## src/rtl/mips_pkg.sv

```systemverilog
// Shared MIPS pipeline constants, the hazard-controller action encoding
// and the pipeline-control bundle each action maps onto.
package mips_pkg;

  localparam int unsigned REG_W = 5;
  localparam logic [REG_W-1:0] ZERO_REG = '0;

  typedef enum logic [1:0] {
    ACT_RUN   = 2'd0,
    ACT_STALL = 2'd1,
    ACT_FLUSH = 2'd2
  } action_e;

  typedef struct packed {
    logic pc_write;
    logic ifid_write;
    logic ifid_flush;
    logic idex_flush;
  } ctl_t;

  localparam ctl_t RESET_CTL = '{pc_write: 1'b0, ifid_write: 1'b0, ifid_flush: 1'b1, idex_flush: 1'b1};

  // Pipeline register controls for each sequencing action.
  function automatic ctl_t action_ctl(input action_e act);
    ctl_t c;
    case (act)
      ACT_STALL: c = '{pc_write: 1'b0, ifid_write: 1'b0, ifid_flush: 1'b0, idex_flush: 1'b1};
      ACT_FLUSH: c = '{pc_write: 1'b1, ifid_write: 1'b1, ifid_flush: 1'b1, idex_flush: 1'b1};
      default:   c = '{pc_write: 1'b1, ifid_write: 1'b1, ifid_flush: 1'b0, idex_flush: 1'b0};
    endcase
    return c;
  endfunction

endpackage

```

## src/rtl/hazard_stall_ctrl_if.sv

```systemverilog
// Decode-side hazard information in, pipeline sequencing controls out.
interface hazard_stall_ctrl_if
  import mips_pkg::*;
#(
  parameter int unsigned CNT_W = 32
);

  logic [REG_W-1:0] IDrs;
  logic [REG_W-1:0] IDrt;
  logic             IDUsesRs;
  logic             IDUsesRt;
  logic             IDReadHILO;
  logic             IDWriteHILO;
  logic             IDMultDiv;
  logic             EXMemRead;
  logic             EXRegWrite;
  logic [REG_W-1:0] EXrt;
  logic             BranchTaken;

  logic             PCWrite;
  logic             IFIDWrite;
  logic             IFIDFlush;
  logic             IDEXFlush;
  logic             MDStart;
  logic             MDBusy;
  logic [CNT_W-1:0] StallCount;

  // Pipeline side: supplies decode/execute state, consumes controls.
  modport master (
    output IDrs, IDrt, IDUsesRs, IDUsesRt, IDReadHILO, IDWriteHILO, IDMultDiv,
           EXMemRead, EXRegWrite, EXrt, BranchTaken,
    input  PCWrite, IFIDWrite, IFIDFlush, IDEXFlush, MDStart, MDBusy, StallCount
  );

  // Controller side.
  modport slave (
    input  IDrs, IDrt, IDUsesRs, IDUsesRt, IDReadHILO, IDWriteHILO, IDMultDiv,
           EXMemRead, EXRegWrite, EXrt, BranchTaken,
    output PCWrite, IFIDWrite, IFIDFlush, IDEXFlush, MDStart, MDBusy, StallCount
  );

endinterface

```

## src/rtl/md_busy_counter.sv

```systemverilog
// Tracks how long HI/LO remain pending after a multiply/divide launches.
module md_busy_counter #(
  parameter int unsigned MD_LATENCY = 32
) (
  input  logic clk,
  input  logic rst,
  input  logic start,
  output logic busy
);

  // A zero latency still needs a 1-bit counter; it simply never loads non-zero.
  localparam int unsigned CW = (MD_LATENCY == 0) ? 1 : $clog2(MD_LATENCY + 1);
  localparam logic [CW-1:0] LOAD_VAL = CW'(MD_LATENCY);

  logic [CW-1:0] md_cnt;

  always_ff @(posedge clk) begin
    if (rst) begin
      md_cnt <= '0;
    end else if (start) begin
      md_cnt <= LOAD_VAL;
    end else if (md_cnt != '0) begin
      md_cnt <= md_cnt - CW'(1);
    end
  end

  assign busy = (md_cnt != '0);

endmodule

```

## src/rtl/hazard_stall_ctrl.sv

```systemverilog
// Decode-stage sequencing controller: load-use and HI/LO stalls, branch
// flushes, multiply/divide launch and a saturating stall counter.
module hazard_stall_ctrl
  import mips_pkg::*;
#(
  parameter int unsigned MD_LATENCY = 32,
  parameter int unsigned CNT_W      = 32
) (
  input  logic             Clk,
  input  logic             Rst,
  hazard_stall_ctrl_if.slave bus
);

  logic             load_use;
  logic             md_haz;
  logic             md_busy;
  logic             md_start;
  action_e          action;
  ctl_t             ctl;
  logic [CNT_W-1:0] stall_count;

  // Hazard detection against the instruction currently in EX and the HI/LO unit.
  always_comb begin
    load_use = bus.EXMemRead & bus.EXRegWrite & (bus.EXrt != ZERO_REG) &
               ((bus.IDUsesRs & (bus.EXrt == bus.IDrs)) |
                (bus.IDUsesRt & (bus.EXrt == bus.IDrt)));
    md_haz   = md_busy & (bus.IDReadHILO | bus.IDWriteHILO | bus.IDMultDiv);
  end

  // A taken branch squashes the ID instruction, so its stall is moot.
  always_comb begin
    action = ACT_RUN;
    if (bus.BranchTaken) begin
      action = ACT_FLUSH;
    end else if (load_use | md_haz) begin
      action = ACT_STALL;
    end
  end

  always_comb begin
    ctl      = action_ctl(action);
    md_start = bus.IDMultDiv & (action == ACT_RUN);
    if (Rst) begin
      ctl      = RESET_CTL;
      md_start = 1'b0;
    end
  end

  md_busy_counter #(
    .MD_LATENCY (MD_LATENCY)
  ) u_md_busy (
    .clk   (Clk),
    .rst   (Rst),
    .start (md_start),
    .busy  (md_busy)
  );

  // Saturating count of cycles spent stalled.
  always_ff @(posedge Clk) begin
    if (Rst) begin
      stall_count <= '0;
    end else if ((action == ACT_STALL) && (stall_count != '1)) begin
      stall_count <= stall_count + CNT_W'(1);
    end
  end

  assign bus.PCWrite    = ctl.pc_write;
  assign bus.IFIDWrite  = ctl.ifid_write;
  assign bus.IFIDFlush  = ctl.ifid_flush;
  assign bus.IDEXFlush  = ctl.idex_flush;
  assign bus.MDStart    = md_start;
  assign bus.MDBusy     = md_busy & ~Rst;
  assign bus.StallCount = stall_count;

endmodule

```

## src/flat_wrapper.sv

```systemverilog
// flat-port wrapper written by rule: the top's interface ports become plain ports
module hazard_stall_ctrl_flat import mips_pkg::*;
#(
  parameter int unsigned MD_LATENCY = 32,
  parameter int unsigned CNT_W      = 32
)
  (Clk, Rst, bus_IDrs, bus_IDrt, bus_IDUsesRs, bus_IDUsesRt, bus_IDReadHILO, bus_IDWriteHILO, bus_IDMultDiv, bus_EXMemRead, bus_EXRegWrite, bus_EXrt, bus_BranchTaken, bus_PCWrite, bus_IFIDWrite, bus_IFIDFlush, bus_IDEXFlush, bus_MDStart, bus_MDBusy, bus_StallCount);
  hazard_stall_ctrl_if #(.CNT_W(CNT_W)) bus_i ();
  input  logic Clk;
  input  logic Rst;
  input wire logic [$bits(bus_i.IDrs)-1:0] bus_IDrs;
  input wire logic [$bits(bus_i.IDrt)-1:0] bus_IDrt;
  input wire logic [$bits(bus_i.IDUsesRs)-1:0] bus_IDUsesRs;
  input wire logic [$bits(bus_i.IDUsesRt)-1:0] bus_IDUsesRt;
  input wire logic [$bits(bus_i.IDReadHILO)-1:0] bus_IDReadHILO;
  input wire logic [$bits(bus_i.IDWriteHILO)-1:0] bus_IDWriteHILO;
  input wire logic [$bits(bus_i.IDMultDiv)-1:0] bus_IDMultDiv;
  input wire logic [$bits(bus_i.EXMemRead)-1:0] bus_EXMemRead;
  input wire logic [$bits(bus_i.EXRegWrite)-1:0] bus_EXRegWrite;
  input wire logic [$bits(bus_i.EXrt)-1:0] bus_EXrt;
  input wire logic [$bits(bus_i.BranchTaken)-1:0] bus_BranchTaken;
  output wire logic [$bits(bus_i.PCWrite)-1:0] bus_PCWrite;
  output wire logic [$bits(bus_i.IFIDWrite)-1:0] bus_IFIDWrite;
  output wire logic [$bits(bus_i.IFIDFlush)-1:0] bus_IFIDFlush;
  output wire logic [$bits(bus_i.IDEXFlush)-1:0] bus_IDEXFlush;
  output wire logic [$bits(bus_i.MDStart)-1:0] bus_MDStart;
  output wire logic [$bits(bus_i.MDBusy)-1:0] bus_MDBusy;
  output wire logic [$bits(bus_i.StallCount)-1:0] bus_StallCount;
  assign bus_i.IDrs = bus_IDrs;
  assign bus_i.IDrt = bus_IDrt;
  assign bus_i.IDUsesRs = bus_IDUsesRs;
  assign bus_i.IDUsesRt = bus_IDUsesRt;
  assign bus_i.IDReadHILO = bus_IDReadHILO;
  assign bus_i.IDWriteHILO = bus_IDWriteHILO;
  assign bus_i.IDMultDiv = bus_IDMultDiv;
  assign bus_i.EXMemRead = bus_EXMemRead;
  assign bus_i.EXRegWrite = bus_EXRegWrite;
  assign bus_i.EXrt = bus_EXrt;
  assign bus_i.BranchTaken = bus_BranchTaken;
  assign bus_PCWrite = bus_i.PCWrite;
  assign bus_IFIDWrite = bus_i.IFIDWrite;
  assign bus_IFIDFlush = bus_i.IFIDFlush;
  assign bus_IDEXFlush = bus_i.IDEXFlush;
  assign bus_MDStart = bus_i.MDStart;
  assign bus_MDBusy = bus_i.MDBusy;
  assign bus_StallCount = bus_i.StallCount;
  hazard_stall_ctrl #(.MD_LATENCY(MD_LATENCY), .CNT_W(CNT_W)) u_core (.Clk(Clk), .Rst(Rst), .bus(bus_i));
endmodule
```

## config.mk

```make
export PLATFORM = sky130hd
export DESIGN_NAME = hazard_stall_ctrl_flat
export DESIGN_NICKNAME = d
export VERILOG_FILES = /design/src/rtl/mips_pkg.sv /design/src/rtl/hazard_stall_ctrl_if.sv /design/src/rtl/md_busy_counter.sv /design/src/rtl/hazard_stall_ctrl.sv /design/src/flat_wrapper.sv
export SDC_FILE = /design/constraint.sdc
export NUM_CORES = 1
export LEC_CHECK = 0
export ABC_AREA = 1
export BUFFER_PORTS_ARGS = -buffer_cell sky130_fd_sc_hd__buf_2
export CORE_MARGIN = 3
export CORE_UTILIZATION = 45
export CTS_CLUSTER_DIAMETER = 30
export DETAILED_ROUTE_END_ITERATION = 8
export GPL_TIMING_DRIVEN = 1
export PLACE_DENSITY = 0.71
export SYNTH_ARGS = -nofsm -noshare
export SYNTH_HDL_FRONTEND = slang
export SYNTH_SLANG_ARGS = --single-unit
```

## constraint.sdc

```tcl
create_clock -name Clk -period 3 [get_ports Clk]
set_input_delay 0 -clock Clk [delete_from_list [all_inputs] [get_ports Clk]]
set_output_delay 0 -clock Clk [all_outputs]
set_load 0.02 [all_outputs]
```

==> flow_metrics.py, run 1 <==
metrics = {
    "sta": {
        "finalWorstSetupSlack_ps": 828.4,
        "fin_crit_ps": 2172,
        "rsz0062_at_grt": "false",
        "final_hold_viol_count": 0,
        "slew_headroom_pct": 55.09,
        "final-setup-viol-count": 0,
        "fmax_ghz": 0.4605,
        "slew_violations": 0,
        "setup_tns_ps": 0,
        "fin_crit_sh_pct": 72.39,
        "clock_skew_ps": 5.783,
        "worst_slew_pin_slew_ps": 672.8,
    },
    "global_routing": {
        "grt_max_degree": 36,
        "overflow": 0,
        "grt_pass1_vias": 2715,
        "grt_pass1_wl_mm": 12.62,
        "track_usage_pct": 21.36,
        "antenna_found_initial": 0,
    },
    "run_status": {
        "status": "finished, final reports clean",
    },
    "floorplanning": {
        "core_area_mm2": 0.005675,
        "die_height_um": 83.61,
        "dieArea_mm2": 0.006990,
        "dieWidth_um": 83.61,
        "rows": 27,
        "initial_core_util_pct": 47.75,
        "ios": 63,
    },
    "flow_run": {
        "drv_cap": 0,
    },
    "synth": {
        "synth_fa_ha_area_share_pct": 1.385,
        "ys_warn_count": 0,
        "synth_area_mm2": 0.002710,
        "synth_compound_area_share_pct": 6.371,
        "ys_seq_area_share_pct": 28.07,
        "synth_nets": 482,
        "yosys.area_share.simple_pct": 49.49,
        "synth_cells": 454,
        "synth_cell_types": 25,
        "synth_top_family_by_area": "simple AND/OR/NAND/NOR gates",
        "syn_avg_cell_area_um2": 5.969,
        "muxShareOfSynthArea_pct": 0.3693,
        "ys_ff_latch": 38,
        "synth_xor_area_share_pct": 6.140,
    },
    "final_layout": {
        "diodes": 0,
        "fin_nets": 538,
        "area_growth_pct": 15.24,
        "stdcell_area_mm2": 0.003123,
        "stdcell_count": 582,
        "drive_gt1_share_pct": 15.29,
    },
    "clocking": {
        "h-tree-depth": 2,
        "cts_tree": "done",
        "cts_buffers": 5,
        "clk_pin_slew_ps": 70,
        "clk_latency_ps": 280,
        "cts_num_sinks": 38,
        "clk_path_buf_depth": 2,
        "root_buffer": "clkbuf_8",
        "holdBufCountCts": 0,
        "post_cts_buffers": 0,
        "cts.repair.resized": 0,
    },
    "placement": {
        "dp_slack_ps": 869.2,
        "io_buffers": 62,
        "dpl.hpwl_mm": 5.635,
        "place_congestion": 0.9235,
        "postPlaceCellArea_mm2": 0.003047,
        "dpl.cell_count": 575,
    },
    "worst_setup_path": {
        "critical_path_buf_inv_count": 1,
        "cp-end-kind": "register",
        "r2r-end": "u_core.bus.StallCount[3]",
        "rr_worst_depth": 9,
        "slowest_delay_ps": 460,
        "r2r_slack_ps": 830,
        "cpMaxStageDelayCell": "nand3_2",
        "worst-path-max-fanout": 32,
        "cp.required_ps": 3200,
        "crit_path_frequent_cell": "nor2_4",
        "rr_startpoint": "u_core.bus.StallCount[0]",
        "crit_arrival_ps": 2380,
        "path_cells": "ha_1 -> inv_1 -> nor2_4 -> nand2_2 -> nor2_4 -> nand4_4 -> nand3_2 -> nand2_1 -> a21oi_1",
        "critical_path_class": "reg2reg",
        "path_delay_family": "simple AND/OR/NAND/NOR gates",
        "critPathLaunchType": "register",
        "critPathLaunch": "u_core.bus.StallCount[0]",
    },
    "power_and_ir_drop": {
        "p_leak_nw": 1.398,
        "powerDensity_mw_per_mm2": 454.4,
        "vdd_drop_max_mv": 0.3595,
    },
    "detailed_routing": {
        "drc": 0,
        "dr.first_iter.drc_count": 171,
        "first_pass_iters": 5,
        "wirelength_mm": 7.447,
        "vias": 3010,
        "viasPerCell": 5.172,
        "wl_per_cell_um": 12.80,
        "ant_nets": 0,
    },
    "min_path": {
        "worstHoldEndpoint": "u_core.u_md_busy.md_cnt[5]",
        "min_from": "bus_IDMultDiv",
        "hp-class": "in2reg",
        "holdPathStages": 3,
    },
}
## registers in the layout (all words and copies together) (netlist names)
signal and flops:
u_core.bus.StallCount 32, u_core.u_md_busy.md_cnt 6
## synthesized netlist by cell type, drive strengths merged
library cell    n  area [um2]
nand2         172       650.6
nor2           75       299.0
dfxtp          38       760.7
inv            35       131.4
nand4          34       227.7
a21oi          32       160.2
xor2           13       113.9
clkbuf         12       45.04
nand3          11       60.06
nand3b         11       82.58
xnor2           6       52.55
buf             4       41.29
ha              3       37.54
nor3            3       15.01
clkinv          1       3.750
mux2i           1       10.01
o21ai           1       5.000
o31ai           1       7.510
or2             1       6.260
## kinds of logic (layout without fill, tap and decap cells)
kind of cell,count (synthesis),count (layout)
AO/OA/AOI/OAI,34,34
XOR/XNOR,19,19
adder cells (fa/ha/maj),3,3
buffers and inverters,52,108
flip-flops,38,38
multiplexers,1,1
AND/OR/NAND/NOR,307,307
## per-stage QoR
step                      power (mW)  util [%]  hold WS (ps)
final                          1.419     55.03         28.38
after global placement         1.094     53.68         311.3
after detailed placement       1.105     53.68         310.9
after floorplan                1.002         -         69.07
after global routing           1.537     55.03         42.45
after CTS                      1.440     55.03         17.89
## layout by cell type (no fill, tap or decap)
master / instances
nor2_2: 1
xor2_1: 13
nand4_1: 33
xnor2_1: 6
nand2_2: 2
nand4_4: 1
a21oi_1: 32
nor2_4: 2
nor3_1: 3
clkinv_1: 1
mux2i_1: 1
nor2_1: 72
clkbuf_1: 2
nand3_2: 1
clkbuf_8: 5
ha_1: 3
or2_2: 1
nand3_1: 10
dfxtp_1: 38
nand3b_1: 11
buf_4: 3
o31ai_1: 1
nand2_1: 170
inv_1: 35
buf_2: 62
o21ai_0: 1
## report_power, final
part / internal (mW) / leakage (nW) / total (mW) / switching [mW]
Combinational: 0.167 / 1.05 / 0.517 / 0.350
Sequential: 0.546 / 0.308 / 0.578 / 0.0313
Clock: 0.160 / 0.0383 / 0.325 / 0.165
Total: 0.873 / 1.40 / 1.42 / 0.546
## how the worst max path moves through the flow
stage | depth (start not counted) | slack [ps] | to
global route | 10 | 620 | bus_MDStart
finish | 9 | 830 | u_core.bus.StallCount[3]
detailed placement | 9 | 870 | u_core.bus.StallCount[3]
CTS | 9 | 840 | u_core.bus.StallCount[3]
floorplan | 9 | 1130 | u_core.bus.StallCount[10]
global placement | 10 | 920 | u_core.bus.StallCount[0]
## cell type report
type / instances / area (um2)
Multi-Input combinational cell: 364 / 1728
Tap cell: 72 / 90.09
Clock buffer: 7 / 76.32
Inverter: 36 / 135.1
Sequential cell: 38 / 760.7
Timing Repair Buffer: 65 / 332.8
Fill cell: 631 / 2552
## tightest hold or removal path, stage by stage
cell	delay, ps
buf_2	100
nand3_1	100
o21ai_0	80
## routing by layer
metal / wire length, um / GRT usage [%] / vias to the layer above
met1: 3438 / 28.80 / 1337
met4: 101 / 6.433 / 0
met3: 407 / 3.356 / 12
li1: - / - / 1569
met5: 0 / 0 / -
met2: 3499 / 35.00 / 92
Note: power is estimated with default switching activity, not from simulation.
==> run 2: changes to the inputs <==
- PLACE_DENSITY: 0.71 -> 0.73
- clock period: 3 -> 1.99 ns (I/O delays scaled with it)
==> run 2 against run 1 <==
Worst setup slack lost 700 ps. Sequential power is 50% higher. Clock skew up 8.3 ps. Critical path type unchanged. Critical endpoint unchanged.
==> flow_metrics.py, run 2 (same netlist as run 1, synthesis figures left out) <==
metrics = {
    "min_path": {
        "worstHoldEndpoint": "u_core.u_md_busy.md_cnt[5]",
        "min_from": "bus_IDMultDiv",
        "hp-class": "in2reg",
        "holdPathStages": 3,
    },
    "clocking": {
        "root_buffer": "clkbuf_8",
        "cts_buffers": 5,
        "clk_latency_ps": 300,
        "cts_num_sinks": 38,
        "clk_path_buf_depth": 2,
        "holdBufCountCts": 0,
        "h-tree-depth": 2,
        "clk_pin_slew_ps": 80,
        "cts_tree": "done",
    },
    "sta": {
        "fin_crit_ps": 1863,
        "slew_headroom_pct": 75.65,
        "final-setup-viol-count": 0,
        "fin_crit_sh_pct": 93.61,
        "final_hold_viol_count": 0,
        "timing.hold.ws_ps": 8.644,
        "slew_violations": 0,
        "clock_skew_ps": 14.13,
        "rsz0062_at_grt": "true",
        "worst_slew_pin_slew_ps": 365.3,
        "fmax_ghz": 0.5368,
    },
    "worst_setup_path": {
        "rr_worst_depth": 10,
        "rr_startpoint": "u_core.bus.StallCount[1]",
        "crit_arrival_ps": 2090,
        "cp.required_ps": 2220,
        "r2r-end": "u_core.bus.StallCount[3]",
        "critical_path_class": "reg2reg",
        "r2r_slack_ps": 130,
        "cp-end-kind": "register",
        "critPathLaunchType": "register",
        "worst-path-max-fanout": 15,
    },
    "power_and_ir_drop": {
        "pwr-share-comb_pct": 38.3,
        "vdd_drop_max_mv": 0.5261,
        "internal_power_mw": 1.356,
        "switchingPower_mw": 0.8771,
        "p_clk_share_pct": 23.0,
        "p_leak_nw": 1.451,
        "seqPwrFrac_pct": 38.7,
        "powerDensity_mw_per_mm2": 696.6,
        "switching_share_pct": 39.28,
    },
    "placement": {
        "place_congestion": 0.9752,
        "io_buffers": 62,
        "postPlaceCellArea_mm2": 0.003114,
        "dpl.hpwl_mm": 6.075,
    },
    "run_status": {
        "status": "finished, final reports clean",
    },
    "global_routing": {
        "overflow": 0,
        "grt_pass1_vias": 2842,
        "grt_max_degree": 33,
        "track_usage_pct": 23.05,
        "grt_pass1_wl_mm": 13.49,
        "antenna_found_initial": 0,
    },
    "detailed_routing": {
        "dr.first_iter.drc_count": 210,
        "wl_per_cell_um": 13.65,
        "ant_nets": 0,
        "viasPerCell": 5.296,
        "first_pass_iters": 5,
        "wirelength_mm": 8.082,
        "vias": 3135,
        "drc": 0,
    },
    "final_layout": {
        "layout.cells.most_common_list": "170 x nand2_1, 71 x nor2_1, 62 x buf_2, 38 x dfxtp_1, 35 x inv_1",
        "fin_nets": 548,
        "largest_register_ffs": 32,
        "final_common_cell": "nand2_1",
        "diodes": 0,
        "area_growth_pct": 18.28,
        "stdcell_area_mm2": 0.003206,
        "drive_gt1_share_pct": 17.69,
    },
    "floorplanning": {
        "ios": 63,
        "core_area_mm2": 0.005675,
        "dieWidth_um": 83.61,
        "initial_core_util_pct": 47.75,
        "rows": 27,
        "dieArea_mm2": 0.006990,
        "die_height_um": 83.61,
    },
    "flow_run": {
        "drv_cap": 0,
    },
}
[run 2: cell count changes in the layout (fill, tap and decap cells not counted), sizes merged]
cell and delta:
clkinv +2, buf +10, clkbuf -2
[run 2: final cells by class]
cell class                 instances  area, um2
clock buffer                       5      68.82
clock inverter                     2      10.01
fill                             618       2470
inverter                          36      135.1
multi-input combinational        364       1733
sequential                        38      760.7
tap                               72      90.09
timing repair buffer              75      407.9
[run 2: how the worst max path moves through the flow]
stage / startpoint / end / slack, ps
finish: u_core.bus.StallCount[1] / u_core.bus.StallCount[3] / 130
global route: u_core.bus.StallCount[1] / u_core.bus.StallCount[10] / -40
CTS: u_core.bus.StallCount[1] / u_core.bus.StallCount[3] / 80
detailed placement: u_core.bus.StallCount[1] / u_core.bus.StallCount[3] / 120
global placement: u_core.bus.StallCount[0] / u_core.bus.StallCount[0] / 190
floorplan: u_core.bus.StallCount[0] / u_core.bus.StallCount[10] / 120
[run 2: worst max-delay path, cell delays in order (launching register included)]
cell and delay, ps:
dfxtp_1 350, ha_2 230, inv_1 80, nor2_4 170
nand2_2 140, nor2_4 170, nand4_4 120, nand3_2 110
buf_4 210, nand2_1 80, a21oi_1 140
[run 2: stage by stage]
stage / TNS, ps / std cells / worst slack [ps] / util, % / total power [mW]
after floorplan: 0 / 454 / 123.0 / - / 1.511
after global placement: 0 / 584 / 187.6 / 54.87 / 1.697
after detailed placement: 0 / 584 / 117.1 / 54.87 / 1.710
after CTS: 0 / 591 / 80.56 / 56.26 / 2.215
after global routing: -331.3 / 592 / -40.23 / 56.48 / 2.383
final: 0 / 592 / 127.2 / 56.48 / 2.233
[run 2: routing by layer]
metal | part of all wire, % | GRT usage [%] | vias up
li1 | - | - | 1585
met1 | 47 | 32.39 | 1442
met3 | 5.3 | 2.863 | 10
met2 | 47 | 37.89 | 98
met5 | 0 | 0 | -
met4 | 0.84 | 4.678 | 0
[run 2: power groups by stage]
| stage | logic (mW) | clock network [mW] | registers [mW] |
|---|---|---|---|
| after floorplan | 0.620 | 0 | 0.891 |
| after global placement | 0.816 | 0 | 0.881 |
| after detailed placement | 0.828 | 0 | 0.882 |
| after CTS | 0.834 | 0.516 | 0.865 |
| after global routing | 0.958 | 0.552 | 0.873 |
| final | 0.856 | 0.513 | 0.865 |
[run 2: timing repair]
item | in CTS | in global routing
resized for setup | 0 | 2
buffers inserted | 0 | 1
endpoints found under the setup margin | 0 | 35
==> run 3: changes to the inputs <==
- CELL_PAD_IN_SITES_DETAIL_PLACEMENT: unset -> 1
- CELL_PAD_IN_SITES_GLOBAL_PLACEMENT: unset -> 2
- CORE_UTILIZATION: 45 -> 25
- PLACE_DENSITY: 0.73 -> unset
- PLACE_DENSITY_LB_ADDON: unset -> 0.08
==> run 3 against run 2 <==
Worst hold slack gained 37 ps. Fmax grew 0.89%. Register-to-register slack gained 20 ps. Sequential cell count is the same. First-iteration DRC count shrank 43%. Sequential power is essentially flat. Die area grew 73%. Largest cell class unchanged.
==> flow_metrics.py, run 3 (same netlist as run 1, synthesis figures left out) <==
metrics = {
    "run_status": {
        "status": "finished, final reports clean",
    },
    "global_routing": {
        "antenna_found_initial": 0,
        "grt_pass1_wl_mm": 16.47,
        "overflow": 0,
        "grt_max_degree": 34,
        "grt_pass1_vias": 3100,
        "met1_usage_pct": 25.40,
        "grt-busiest-layer": "met2",
        "grt_use_met3_pct": 2.213,
        "track_usage_pct": 17.34,
        "grt_use_met2_pct": 27.38,
    },
    "clocking": {
        "clk_path_buf_depth": 2,
        "root_buffer": "clkbuf_8",
        "clk_pin_slew_ps": 80,
        "cts_num_sinks": 38,
        "cts_buffers": 5,
        "h-tree-depth": 2,
        "clk_latency_ps": 300,
        "cts_tree": "done",
    },
    "worst_setup_path": {
        "r2r_slack_ps": 140,
        "rr_startpoint": "u_core.bus.StallCount[0]",
        "r2r-end": "u_core.bus.StallCount[15]",
        "worstSetupEndpoint": "u_core.bus.StallCount[15]",
        "crit_arrival_ps": 2080,
        "critical_path_class": "reg2reg",
        "critPathLaunch": "u_core.bus.StallCount[0]",
        "cp.required_ps": 2230,
        "rr_worst_depth": 8,
        "worst-path-max-fanout": 5,
        "cp-end-kind": "register",
        "critPathLaunchType": "register",
    },
    "power_and_ir_drop": {
        "p_leak_nw": 1.479,
        "vdd_drop_max_mv": 0.3523,
        "powerDensity_mw_per_mm2": 725.3,
        "finalPower_mw": 2.435,
    },
    "final_layout": {
        "layout.cells.most_common_list": "170 x nand2_1, 68 x nor2_1, 62 x buf_2, 37 x dfxtp_1, 35 x inv_1",
        "final_common_cell": "nand2_1",
        "fin_nets": 549,
        "area_growth_pct": 23.87,
        "diodes": 0,
        "stdcell_count": 658,
        "fin_util_pct": 32.23,
        "drive_gt1_share_pct": 18.58,
        "largest_register_ffs": 32,
    },
    "floorplanning": {
        "dieWidth_um": 110.1,
        "core_area_mm2": 0.01042,
        "rows": 37,
        "initial_core_util_pct": 26.02,
        "die_height_um": 110.1,
        "ios": 63,
        "dieArea_mm2": 0.01213,
    },
    "sta": {
        "rsz0062_at_grt": "true",
        "worst_slew_pin_slew_ps": 419.4,
        "fin_crit_ps": 1846,
        "finalWorstSetupSlack_ps": 143.7,
        "slew_violations": 0,
        "timing.hold.ws_ps": 45.84,
        "final_hold_viol_count": 0,
        "clock_skew_ps": 4.924,
        "fmax_ghz": 0.5416,
        "slew_headroom_pct": 71.94,
        "fin_crit_sh_pct": 92.78,
        "final-setup-viol-count": 0,
    },
    "detailed_routing": {
        "first_pass_iters": 4,
        "viasPerCell": 4.769,
        "wirelength_mm": 10.20,
        "dr.first_iter.drc_count": 120,
        "wl_per_cell_um": 15.50,
        "drc": 0,
        "vias": 3138,
        "ant_nets": 0,
    },
    "min_path": {
        "hp-class": "in2reg",
    },
    "placement": {
        "io_buffers": 62,
        "dp_slack_ps": 142.3,
        "dpl.cell_count": 647,
        "place_congestion": 0.8601,
        "dpl.hpwl_mm": 7.856,
    },
    "flow_run": {
        "drv_cap": 0,
    },
}
==> run 3: cell count changes in the layout (fill, tap and decap cells not counted), sizes merged <==
cell         before  now
buf              75   74
clkbuf            5    8
clkinv            3    2
dlygate4sd3       0    1
==> run 3: stage by stage <==
step                setup TNS [ps]  area [um2]
finish                           0        3357
CTS                              0        3306
detailed placement               0        3199
floorplan                        0        2710
global placement                 0        3199
global route                -14.15        3357
==> run 3: layout make-up <==
cell class / count / area (um2)
multi-input combinational: 364 / 1747
timing repair buffer: 76 / 451.7
sequential: 38 / 762.0
clock buffer: 7 / 86.33
clock inverter: 1 / 5.005
tap: 136 / 170.2
inverter: 36 / 135.1
fill: 1408 / 7059
==> run 3: where the power goes <==
group	switching, mW	leakage (nW)	internal [mW]
Sequential	0.0440	0.308	0.824
Combinational	0.623	1.12	0.357
Clock	0.307	0.0482	0.281
Total	0.973	1.48	1.46
==> run 3: worst max-delay path, stage by stage, from the launching register on <==
cell and delay (ps):
dfxtp_1 370, buf_4 160, inv_1 90, nor2_2 210, nand2_1 250, nor2_2 250, xor2_1 180, nand4_1 120
a21oi_1 150
==> run 3: routing by layer <==
layer	wire length, um	vias to the layer above
li1	-	1587
met1	5294	1497
met2	4474	49
met3	346	5
met4	81	0
met5	0	-
==> run 3: how the worst min path moves through the flow <==
stage / to / start / cells after the start
global placement: u_core.u_md_busy.md_cnt[5] / bus_IDMultDiv / 3
floorplan: u_core.bus.StallCount[26] / Rst / 1
CTS: u_core.u_md_busy.md_cnt[5] / bus_BranchTaken / 4
global route: u_core.u_md_busy.md_cnt[5] / bus_BranchTaken / 4
detailed placement: u_core.u_md_busy.md_cnt[5] / bus_IDMultDiv / 3
finish: u_core.u_md_busy.md_cnt[5] / bus_BranchTaken / 4
==> run 3: what timing repair did <==
| action | 4_1_cts | 5_1_grt |
|---|---|---|
| setup endpoints to repair | 2 | 26 |
| buffers inserted | 0 | 1 |
| pin swaps | 0 | 1 |
| endpoints found under the hold margin | 1 | 0 |
| cloned | 0 | 1 |
| resized for setup | 1 | 7 |
| hold buffers | 1 | 0 |
